===== config.mk =====
export PLATFORM = sky130hd
export DESIGN_NAME = ysyx_040750_iter_div_flat
export DESIGN_NICKNAME = d
export VERILOG_FILES = /design/src/rtl/ysyx_040750_div_pkg.sv /design/src/rtl/ysyx_040750_iter_div_if.sv /design/src/rtl/ysyx_040750_div_step.sv /design/src/rtl/ysyx_040750_iter_div.sv /design/src/flat_wrapper.sv
export SDC_FILE = /design/constraint.sdc
export NUM_CORES = 1
export LEC_CHECK = 0
export ABC_AREA = 1
export CORE_AREA = 2 2 255 257
export DETAILED_ROUTE_END_ITERATION = 16
export DIE_AREA = 0 0 257 259
export PLACE_DENSITY = 0.69
export SLEW_MARGIN = 10
export SYNTH_ARGS = -nofsm -noshare
export SYNTH_HDL_FRONTEND = slang
export SYNTH_SLANG_ARGS = --single-unit
export TNS_END_PERCENT = 20

===== constraint.sdc =====
create_clock -name clk -period 3.55 [get_ports clk]
set_input_delay 0.71 -clock clk [delete_from_list [all_inputs] [get_ports clk]]
set_output_delay 0.71 -clock clk [all_outputs]
set_load 0.1 [all_outputs]

===== src/rtl/ysyx_040750_div_pkg.sv =====
// ysyx_040750_div_pkg
// Shared definitions for the iterative divider:
//   div_state_e  - controller states (IDLE, CALC, FIX, DONE)
//   XLEN_DEFAULT - default operand/result width (64)
//   WORD_LEN     - width of a word-mode (DIVW/REMW class) operation (32)
package ysyx_040750_div_pkg;

    localparam int XLEN_DEFAULT = 64;
    localparam int WORD_LEN     = 32;

    typedef enum logic [1:0] {
        IDLE = 2'd0,
        CALC = 2'd1,
        FIX  = 2'd2,
        DONE = 2'd3
    } div_state_e;

endpackage


===== src/rtl/ysyx_040750_iter_div_if.sv =====
// ysyx_040750_iter_div_if
// Request/result bundle of the iterative divider.
//   master (requester): drives dividend, divisor, is_signed, div_word,
//                       div_valid, flush, out_ready; observes div_ready,
//                       out_valid, quotient, remainder.
//   slave  (divider)  : the mirror image.
interface ysyx_040750_iter_div_if
    import ysyx_040750_div_pkg::*;
#(
    parameter int XLEN = XLEN_DEFAULT
);

    logic [XLEN-1:0] dividend;
    logic [XLEN-1:0] divisor;
    logic            is_signed;
    logic            div_word;
    logic            div_valid;
    logic            div_ready;
    logic            flush;
    logic            out_valid;
    logic            out_ready;
    logic [XLEN-1:0] quotient;
    logic [XLEN-1:0] remainder;

    modport master (
        output dividend, divisor, is_signed, div_word, div_valid, flush, out_ready,
        input  div_ready, out_valid, quotient, remainder
    );

    modport slave (
        input  dividend, divisor, is_signed, div_word, div_valid, flush, out_ready,
        output div_ready, out_valid, quotient, remainder
    );

endinterface


===== src/rtl/ysyx_040750_div_step.sv =====
// ysyx_040750_div_step
// One combinational restoring radix-2 division step.
//   rem      - current partial remainder (always < divisor, or grows freely
//              when divisor is zero)
//   dd_msb   - next dividend bit shifted into the partial remainder
//   divisor  - divisor magnitude
//   next_rem - partial remainder after this step
//   q_bit    - quotient bit produced by this step
module ysyx_040750_div_step
    import ysyx_040750_div_pkg::*;
#(
    parameter int XLEN = XLEN_DEFAULT
) (
    input  logic [XLEN-1:0] rem,
    input  logic            dd_msb,
    input  logic [XLEN-1:0] divisor,
    output logic [XLEN-1:0] next_rem,
    output logic            q_bit
);

    logic [XLEN:0] shifted;
    logic [XLEN:0] diff;

    // One extra bit keeps the trial subtraction exact: a set top bit of the
    // difference means the subtraction borrowed, so the old value is restored.
    always_comb begin
        shifted  = {rem, dd_msb};
        diff     = shifted - {1'b0, divisor};
        q_bit    = ~diff[XLEN];
        next_rem = q_bit ? diff[XLEN-1:0] : shifted[XLEN-1:0];
    end

endmodule


===== src/rtl/ysyx_040750_iter_div.sv =====
// ysyx_040750_iter_div
// Iterative restoring divider (one quotient bit per cycle), signed/unsigned,
// with RV64 word-mode support.
//   clk   - clock, all state changes on its rising edge
//   rst_n - synchronous active-low reset
//   bus   - ysyx_040750_iter_div_if.slave: request (div_valid/div_ready with
//           operands), result (out_valid/out_ready with quotient/remainder)
//           and flush.
// Optional build macro YSYX_040750_DIV_FASTPATH_EN: divide-by-zero and
// signed-overflow requests skip the iteration and complete in one cycle.
module ysyx_040750_iter_div
    import ysyx_040750_div_pkg::*;
#(
    parameter int XLEN = XLEN_DEFAULT
) (
    input logic                 clk,
    input logic                 rst_n,
    ysyx_040750_iter_div_if.slave bus
);

    localparam int CNT_W = $clog2(XLEN);

    div_state_e      state;
    logic [XLEN-1:0] rem_reg;
    logic [XLEN-1:0] dd_reg;
    logic [XLEN-1:0] ds_reg;
    logic [CNT_W-1:0] cnt;
    logic            word_reg;
    logic            neg_q;
    logic            neg_r;
    logic [XLEN-1:0] quotient_reg;
    logic [XLEN-1:0] remainder_reg;
    logic            div_ready_reg;
    logic            out_valid_reg;

    logic            word_op;
    logic [XLEN-1:0] op_dd;
    logic [XLEN-1:0] op_ds;
    logic [XLEN-1:0] abs_dd;
    logic [XLEN-1:0] abs_ds;
    logic [XLEN-1:0] dd_init;
    logic            sign_dd;
    logic            sign_ds;
    logic            ds_zero;

    logic [XLEN-1:0] step_rem;
    logic            step_q;
    logic [CNT_W-1:0] last_cnt;

    logic [XLEN-1:0] q_signed;
    logic [XLEN-1:0] r_signed;
    logic [XLEN-1:0] q_fix;
    logic [XLEN-1:0] r_fix;

    // Operand preparation: select/extend the operation width, then take
    // magnitudes. In word mode the dividend magnitude is pre-shifted to the
    // top of the register so every step can consume bit XLEN-1.
    always_comb begin
        word_op = (XLEN == 64) && bus.div_word;
        if (word_op && bus.is_signed) begin
            op_dd = XLEN'($signed(bus.dividend[WORD_LEN-1:0]));
            op_ds = XLEN'($signed(bus.divisor[WORD_LEN-1:0]));
        end else if (word_op) begin
            op_dd = XLEN'(bus.dividend[WORD_LEN-1:0]);
            op_ds = XLEN'(bus.divisor[WORD_LEN-1:0]);
        end else begin
            op_dd = bus.dividend;
            op_ds = bus.divisor;
        end
        sign_dd = bus.is_signed & op_dd[XLEN-1];
        sign_ds = bus.is_signed & op_ds[XLEN-1];
        ds_zero = (op_ds == '0);
        abs_dd  = sign_dd ? (~op_dd + 1'b1) : op_dd;
        abs_ds  = sign_ds ? (~op_ds + 1'b1) : op_ds;
        if (word_op) begin
            dd_init = abs_dd << (XLEN - WORD_LEN);
        end else begin
            dd_init = abs_dd;
        end
    end

`ifdef YSYX_040750_DIV_FASTPATH_EN
    localparam logic [XLEN-1:0] MOST_NEG = {1'b1, {(XLEN-1){1'b0}}};

    logic            fast_ovf;
    logic [XLEN-1:0] dd_ext;
    logic [XLEN-1:0] fast_q;
    logic [XLEN-1:0] fast_r;

    // Results of the special cases straight from the request; both
    // word-mode results are sign-extended from bit 31 regardless of is_signed.
    always_comb begin
        if (word_op) begin
            dd_ext   = XLEN'($signed(bus.dividend[WORD_LEN-1:0]));
            fast_ovf = bus.is_signed
                       && (bus.dividend[WORD_LEN-1:0] == 32'h8000_0000)
                       && (bus.divisor[WORD_LEN-1:0] == 32'hFFFF_FFFF);
        end else begin
            dd_ext   = bus.dividend;
            fast_ovf = bus.is_signed && (bus.dividend == MOST_NEG) && (bus.divisor == '1);
        end
        fast_q = ds_zero ? '1 : dd_ext;
        fast_r = ds_zero ? dd_ext : '0;
    end
`endif

    ysyx_040750_div_step #(
        .XLEN(XLEN)
    ) u_step (
        .rem     (rem_reg),
        .dd_msb  (dd_reg[XLEN-1]),
        .divisor (ds_reg),
        .next_rem(step_rem),
        .q_bit   (step_q)
    );

    // Sign correction of the magnitudes produced by the iteration. The
    // quotient bits shift into the low end of dd_reg, so after N steps
    // dd_reg holds the unsigned quotient.
    always_comb begin
        last_cnt = word_reg ? CNT_W'(WORD_LEN - 1) : CNT_W'(XLEN - 1);
        q_signed = neg_q ? (~dd_reg + 1'b1) : dd_reg;
        r_signed = neg_r ? (~rem_reg + 1'b1) : rem_reg;
        if (word_reg) begin
            q_fix = XLEN'($signed(q_signed[WORD_LEN-1:0]));
            r_fix = XLEN'($signed(r_signed[WORD_LEN-1:0]));
        end else begin
            q_fix = q_signed;
            r_fix = r_signed;
        end
    end

    // Controller and datapath. Reset beats flush, flush beats everything
    // else. A zero divisor never negates the quotient so it stays all-ones;
    // signed overflow falls out of the normal arithmetic.
    always_ff @(posedge clk) begin
        if (!rst_n) begin
            state         <= IDLE;
            rem_reg       <= '0;
            dd_reg        <= '0;
            ds_reg        <= '0;
            cnt           <= '0;
            word_reg      <= 1'b0;
            neg_q         <= 1'b0;
            neg_r         <= 1'b0;
            quotient_reg  <= '0;
            remainder_reg <= '0;
            div_ready_reg <= 1'b1;
            out_valid_reg <= 1'b0;
        end else if (bus.flush) begin
            state         <= IDLE;
            cnt           <= '0;
            div_ready_reg <= 1'b1;
            out_valid_reg <= 1'b0;
        end else begin
            case (state)
                IDLE: begin
                    if (bus.div_valid && div_ready_reg) begin
                        div_ready_reg <= 1'b0;
`ifdef YSYX_040750_DIV_FASTPATH_EN
                        if (ds_zero || fast_ovf) begin
                            quotient_reg  <= fast_q;
                            remainder_reg <= fast_r;
                            out_valid_reg <= 1'b1;
                            state         <= DONE;
                        end else begin
`else
                        begin
`endif
                            rem_reg  <= '0;
                            dd_reg   <= dd_init;
                            ds_reg   <= abs_ds;
                            cnt      <= '0;
                            word_reg <= word_op;
                            neg_q    <= (sign_dd ^ sign_ds) && !ds_zero;
                            neg_r    <= sign_dd;
                            state    <= CALC;
                        end
                    end
                end
                CALC: begin
                    rem_reg <= step_rem;
                    dd_reg  <= {dd_reg[XLEN-2:0], step_q};
                    cnt     <= cnt + 1'b1;
                    if (cnt == last_cnt) begin
                        state <= FIX;
                    end
                end
                FIX: begin
                    quotient_reg  <= q_fix;
                    remainder_reg <= r_fix;
                    out_valid_reg <= 1'b1;
                    state         <= DONE;
                end
                DONE: begin
                    if (bus.out_ready) begin
                        out_valid_reg <= 1'b0;
                        div_ready_reg <= 1'b1;
                        state         <= IDLE;
                    end
                end
                default: begin
                    state         <= IDLE;
                    div_ready_reg <= 1'b1;
                    out_valid_reg <= 1'b0;
                end
            endcase
        end
    end

    assign bus.div_ready = div_ready_reg;
    assign bus.out_valid = out_valid_reg;
    assign bus.quotient  = quotient_reg;
    assign bus.remainder = remainder_reg;

endmodule


===== src/flat_wrapper.sv =====
// flat-port wrapper written by rule: the top's interface ports become plain ports
module ysyx_040750_iter_div_flat import ysyx_040750_div_pkg::*;
#(
    parameter int XLEN = XLEN_DEFAULT
)
  (clk, rst_n, bus_dividend, bus_divisor, bus_is_signed, bus_div_word, bus_div_valid, bus_flush, bus_out_ready, bus_div_ready, bus_out_valid, bus_quotient, bus_remainder);
  ysyx_040750_iter_div_if #(.XLEN(XLEN)) bus_i ();
  input logic clk;
  input logic rst_n;
  input wire logic [$bits(bus_i.dividend)-1:0] bus_dividend;
  input wire logic [$bits(bus_i.divisor)-1:0] bus_divisor;
  input wire logic [$bits(bus_i.is_signed)-1:0] bus_is_signed;
  input wire logic [$bits(bus_i.div_word)-1:0] bus_div_word;
  input wire logic [$bits(bus_i.div_valid)-1:0] bus_div_valid;
  input wire logic [$bits(bus_i.flush)-1:0] bus_flush;
  input wire logic [$bits(bus_i.out_ready)-1:0] bus_out_ready;
  output wire logic [$bits(bus_i.div_ready)-1:0] bus_div_ready;
  output wire logic [$bits(bus_i.out_valid)-1:0] bus_out_valid;
  output wire logic [$bits(bus_i.quotient)-1:0] bus_quotient;
  output wire logic [$bits(bus_i.remainder)-1:0] bus_remainder;
  assign bus_i.dividend = bus_dividend;
  assign bus_i.divisor = bus_divisor;
  assign bus_i.is_signed = bus_is_signed;
  assign bus_i.div_word = bus_div_word;
  assign bus_i.div_valid = bus_div_valid;
  assign bus_i.flush = bus_flush;
  assign bus_i.out_ready = bus_out_ready;
  assign bus_div_ready = bus_i.div_ready;
  assign bus_out_valid = bus_i.out_valid;
  assign bus_quotient = bus_i.quotient;
  assign bus_remainder = bus_i.remainder;
  ysyx_040750_iter_div #(.XLEN(XLEN)) u_core (.clk(clk), .rst_n(rst_n), .bus(bus_i));
endmodule

# After elaboration in Yosys (flattened, before gate mapping)
# Index checks and enable logic that the tools add are counted.
[word_totals]
regBits = 333
inputBits = 135
output_inout_bits = 130
wordCells = 80
[classes]
addsub = 6
eq_ne = 7
mux = 28
bitwise = 10
n_reduce_logical = 17
[ops]
columns = ["op", "n"]
rows = [
  ["$mux W64", 14],
  ["$add A64 B1 Y64 const B", 4],
  ["$not A64 Y64", 4],
  ["$pmux W64 S2", 2],
  ["$sub A65 B64 Y65", 1],
  ["$logic_not A64 Y1", 1],
  ["$mux W6", 2],
  ["$pmux W6 S2", 1],
  ["$reduce_and A3 Y1", 4],
  ["$pmux W2 S4", 1],
  ["$add A6 B1 Y6 const B", 1],
  ["$eq A6 B6 Y1", 1],
  ["$mux W2", 3],
  ["$reduce_and A2 Y1", 3],
  ["$reduce_bool A2 Y1", 3],
  ["$eq A2 B2 Y1 const B", 2],
  ["$ne A2 B1 Y1 const B", 2],
  ["$pmux W1 S2", 2],
  ["$logic_and A1 B1 Y1", 3],
  ["$mux W1", 3],
  ["$not A1 Y1", 3],
  ["$and A1 B1 Y1", 2],
  ["$eq A2 B1 Y1 const B", 1],
  ["$logic_not A2 Y1", 1],
  ["other kinds (4)", 4],
]

# Logic depth before layout (Yosys ltp)
[logic_depth]
depth_word = 8
ltp_mapped = 20
depth_no_buf = 19

# Modules after synthesis
# A second synthesis with hierarchy kept.
[unflattened]
cells_unflattened = 5243
hier_area_um2 = 29345.6
[modules_own_cells]
columns = ["module", "n_inst", "cells_per_inst", "area_each_um2"]
rows = [
  ["ysyx_040750_iter_div", 1, 3629, 22089.9],
  ["ysyx_040750_div_step", 1, 1614, 7255.7],
]

# Least setup slack after synthesis
# No wires, ideal clock.
[synth_timing]
path_kind = "flip-flop to flip-flop"
from = "register u_core.div_ready_reg (netlist: u_core.bus.div_ready)"
to = "register u_core.rem_reg[25]"
arrival_time_ns = 2.477
slack_ns = 1.002
path_stages_with_launch = 11
n_path_buf = 2
synth_period_minus_slack_ns = 2.548
cell_sequence = "dfxtp_1 nand3_1 o21ai_2 inv_2 nor2_1 inv_2 nor2_2 buf_2 buf_2 nand3_1 a21oi_1"
[synth_between]
elab_chain_len = 3
[synth_rtl]
columns = ["element", "line", "rtl"]
rows = [
  ["start, declared", "ysyx_040750_iter_div.sv:33", "logic div_ready_reg;"],
  ["start signal, assigned", "ysyx_040750_iter_div.sv:148", "div_ready_reg <= 1'b1;"],
  ["start signal, assigned", "ysyx_040750_iter_div.sv:153", "div_ready_reg <= 1'b1;"],
  ["start signal, assigned", "ysyx_040750_iter_div.sv:159", "div_ready_reg <= 1'b0;"],
  ["$logic_and A1 B1 Y1", "ysyx_040750_iter_div.sv:158", "if (bus.div_valid && div_ready_reg) begin"],
  ["$ne A2 B1 Y1 (no source line)", "-", ""],
  ["$reduce_and A3 Y1 (no source line)", "-", ""],
  ["end signal, assigned", "ysyx_040750_iter_div.sv:182", "rem_reg <= step_rem;"],
  ["end, declared", "ysyx_040750_iter_div.sv:24", "logic [XLEN-1:0] rem_reg;"],
]
# Every way passes these cells.
# A chain may end at the register's enable or synchronous reset.

# Worst setup path in the final report
[layout_timing]
from = "register u_core.rem_reg[54]"
to = "register u_core.rem_reg[61]"
[layout_between]
elab_chain_len = 3
[layout_rtl]
columns = ["element", "line", "rtl"]
rows = [
  ["$sub A65 B64 Y65", "ysyx_040750_div_step.sv:28", "diff = shifted - {1'b0, divisor};"],
  ["$mux W64", "ysyx_040750_div_step.sv:30", "next_rem = q_bit ? diff[XLEN-1:0] : shifted[XLEN-1:0];"],
  ["$pmux W64 S2", "ysyx_040750_iter_div.sv:156", "case (state)"],
]
# Every way passes these cells.

==> summary.txt <==
Setup path
  • CP Cell Sequence: ha_1 > nand2_1 > inv_1 > a21oi_1 > nand2_1 > nand2_1 > nand2_1 > a21oi_4 > nand2_4 > nand2_4 > buf_4 > nand3_1 > nand3_1 > a21oi_1
  • CP Buf/Inv Count: 2
  • Worst setup EP type: register
  • Setup CP Type: register to register
  • Worst EP required: 3.99 ns
  • Crit path DAT: about 3.6 ns
  • Cell mode on critical path: nand2_1
  • CP top delay family: simple AND/OR/NAND/NOR gates
  • CP Launch Type: register
  • CP max FO: 33
  • Slowest CP cell: dfxtp_1
  • Biggest cell delay along the critical path: roughly 0.63 ns

Synth
  • Commonest cells in the netlist: 1474 x nand2_1, 819 x inv_1, 485 x nor2_1, 407 x a21oi_1, 371 x nand3_1
  • Register bit total from synthesis: ~330
  • Mapped Cells: between 5000 and 6000
  • Syn_nets: 5238
  • Synth area leader: dfxtp_1
  • Area contributors post-synth: dfxtp_1 23%, nand2_1 19%, inv_1 11%, a21oi_1 7.2%, nand3_1 6.5%
  • Ys async rst share: 0%
  • Cell with the most instances after synthesis: nand2_1
  • Post-synth top area share: a little under a quarter
  • Synth Area per Inst: between 5 and 6 um^2
  • Predominant post-synthesis flop cell: dfxtp_1
  • Yosys cell types: 55
  • Mapped Area: 28500 um^2
  • Post-synthesis sequential area ratio: a little under a quarter
  • Yosys Warn Count: 0
  • Post-synth EDFFs: 0

Timing
  • Hold WS: between 0.4 and 0.5 ns
  • Max_slew headroom: 31.4%
  • Worst slew pin tran: about 1.0 ns
  • Sum Neg Setup Slack: 0 ns
  • Final worst slack: around 0.38 ns
  • Final worst-path cycle share: 89.4%
  • Max Clk Rate: ~320 MHz
  • Final Setup Violations: 0
  • Unrepaired setup endpoints after global routing: false
  • Max-slew violations: 0
  • Final-report hold violation count: 0
  • Worst Skew: 0.0341 ns
  • Fin crit period: 3.17 ns

Layout
  • Post-Layout Cell Count: around 6000
  • Fin nets: 5453
  • Final core occ: between 50% and 60%
  • Final instance area: between 30000 and 40000 um^2
  • Share of layout cells above drive strength 1: just under 5%
  • # diodes: 0
  • Area delta synth->final: 18.0%

Clocking
  • CTS Hold Buffers Added: 0
  • Post-CTS Setup Inserts: 0
  • CTS tree: built
  • Clk_lat worst skew: around 0.60 ns
  • Clock Sinks: 333
  • Post-cts gate resize count: 0
  • Clk pin slew, worst setup/hold paths: around 0.060 ns
  • Maximum clock path buffer count: 3
  • Root buf cell: clkbuf_16
  • TritonCTS buffer count: 42
  • CTS H-tree lvls: 2

Drt
  • # DRC: 0
  • Vias: about 34000
  • Post-route ant nets: 0
  • Detailed-route wire length per cell: about 22 um
  • DRT Wirelength: ~130000 um
  • First-pass DRT Iterations: 6
  • Via density: 5.52
  • Iter 0 DRT Violations: between 3000 and 4000

Die
  • Io pins: 265
  • Die Span Y: around 260 um
  • DIE AREA: about 67000 um^2
  • Initial Util: between 40% and 50%
  • Row cnt: 93
  • Die Width: roughly 260 um
  • Placeable Area: 63900 um^2

GRT
  • Vias in the first global route: about 32000
  • First-pass GRT wire length: between 150000 and 200000 um
  • Initial antenna violation count: 2
  • GR Util All Layers: roughly two fifths
  • Largest net degree at the start of global routing: approximately 160
  • Remaining Overflow, GRT: 0

Run
  • Maxcap violations: 0

Place
  • DP Worst Slack: roughly 0.17 ns
  • Post-DP HPWL: roughly 110000 um
  • Placed inst area: between 30000 and 40000 um^2
  • Buffers on Ports: 264
  • Dpl cells: just over 6000
  • GPL Wtd Cong: about 1.0

Pwr
  • Pwr dens: 388 nW/um^2
  • Worst vdd ir: 345 uV
  • Total power draw: between 10 and 15 mW
  • Leak: 16.8 nW

Hold path
  • Hold crit path type: primary input to register

Outcome
  • Status: complete, no violations
[path summary, 6_finish.rpt]
check	start	to	slack, ns	depth (start not counted)
worst max-delay path	u_core.rem_reg[54]$_SDFFE_PN0P_	u_core.rem_reg[61]$_SDFFE_PN0P_	0.38	14
worst min-delay path	rst_n	u_core.bus.quotient[41]$_SDFFE_PN0P_	0.47	3
worst max register to register	u_core.rem_reg[54]$_SDFFE_PN0P_	u_core.rem_reg[61]$_SDFFE_PN0P_	0.38	14
worst min register to register	u_core.cnt[1]$_SDFFE_PP0P_	u_core.cnt[1]$_SDFFE_PP0P_	0.48	2
[cells in the final DEF (no fill, tap or decap), types with 11 or more instances in the layout]
cell type | synthesis | routed
o21ai_0 | 301 | 301
clkbuf_16 | 0 | 43
nand2_1 | 1474 | 1474
o22ai_1 | 37 | 37
nor4_1 | 21 | 21
dfxtp_1 | 333 | 331
nor2_1 | 485 | 482
xnor2_1 | 32 | 32
nor3_1 | 62 | 62
a21oi_1 | 407 | 407
clkdlybuf4s50_1 | 0 | 235
nand3b_1 | 35 | 35
a31oi_1 | 17 | 17
o221ai_1 | 22 | 22
buf_4 | 12 | 106
nor2_2 | 14 | 13
nand4_1 | 83 | 83
ha_1 | 74 | 74
o211ai_1 | 25 | 25
nand3_1 | 371 | 371
buf_12 | 0 | 13
inv_2 | 12 | 11
inv_1 | 819 | 818
o21ai_1 | 18 | 18
xor2_1 | 118 | 118
[layout make-up]
| cell class | instances | area (um^2) |
|---|---|---|
| sequential | 333 | 6670 |
| clock buffer | 56 | 1170 |
| inverter | 834 | 3130 |
| clock inverter | 20 | 290 |
| multi-input combinational | 3677 | 17900 |
| timing repair buffer | 355 | 3410 |
| tap | 855 | 1070 |
| fill | 6910 | 30300 |
[worst reg2reg max path, cell delays in order (launching register included)]
cell	delay, ns
dfxtp_1	0.63
ha_1	0.41
nand2_1	0.19
inv_1	0.08
a21oi_1	0.25
nand2_1	0.15
nand2_1	0.08
nand2_1	0.09
a21oi_4	0.24
nand2_4	0.10
nand2_4	0.08
buf_4	0.32
nand3_1	0.21
nand3_1	0.13
a21oi_1	0.08
[power breakdown]
part	internal, mW	switching, mW	leakage, nW
clock	2.77	1.85	0.706
sequential	3.93	0.163	2.70
combinational	1.16	3.16	13.4
[cells by family (layout without fill, tap and decap cells)]
group           count (synthesis)  after routing  share of synthesized area [%]
compound gates                861            861                           16.3
xor+xnor                      150            150                           4.61
fa+ha+maj                      75             75                           3.32
buf+inv                      1018           1265                           14.0
flops                         333            333                           23.4
simple gates                 2591           2591                           38.4
[metal layers]
layer / track usage [%] / part of all wire, % / vias to the layer above
li1: - / - / 16500
met5: 0 / 0.0098 / -
met3: 5.53 / 7.7 / 303
met2: 61.8 / 44 / 1493
met4: 18.6 / 5.5 / 2
met1: 51.1 / 43 / 15600
Power figures use the tool's default switching activity.
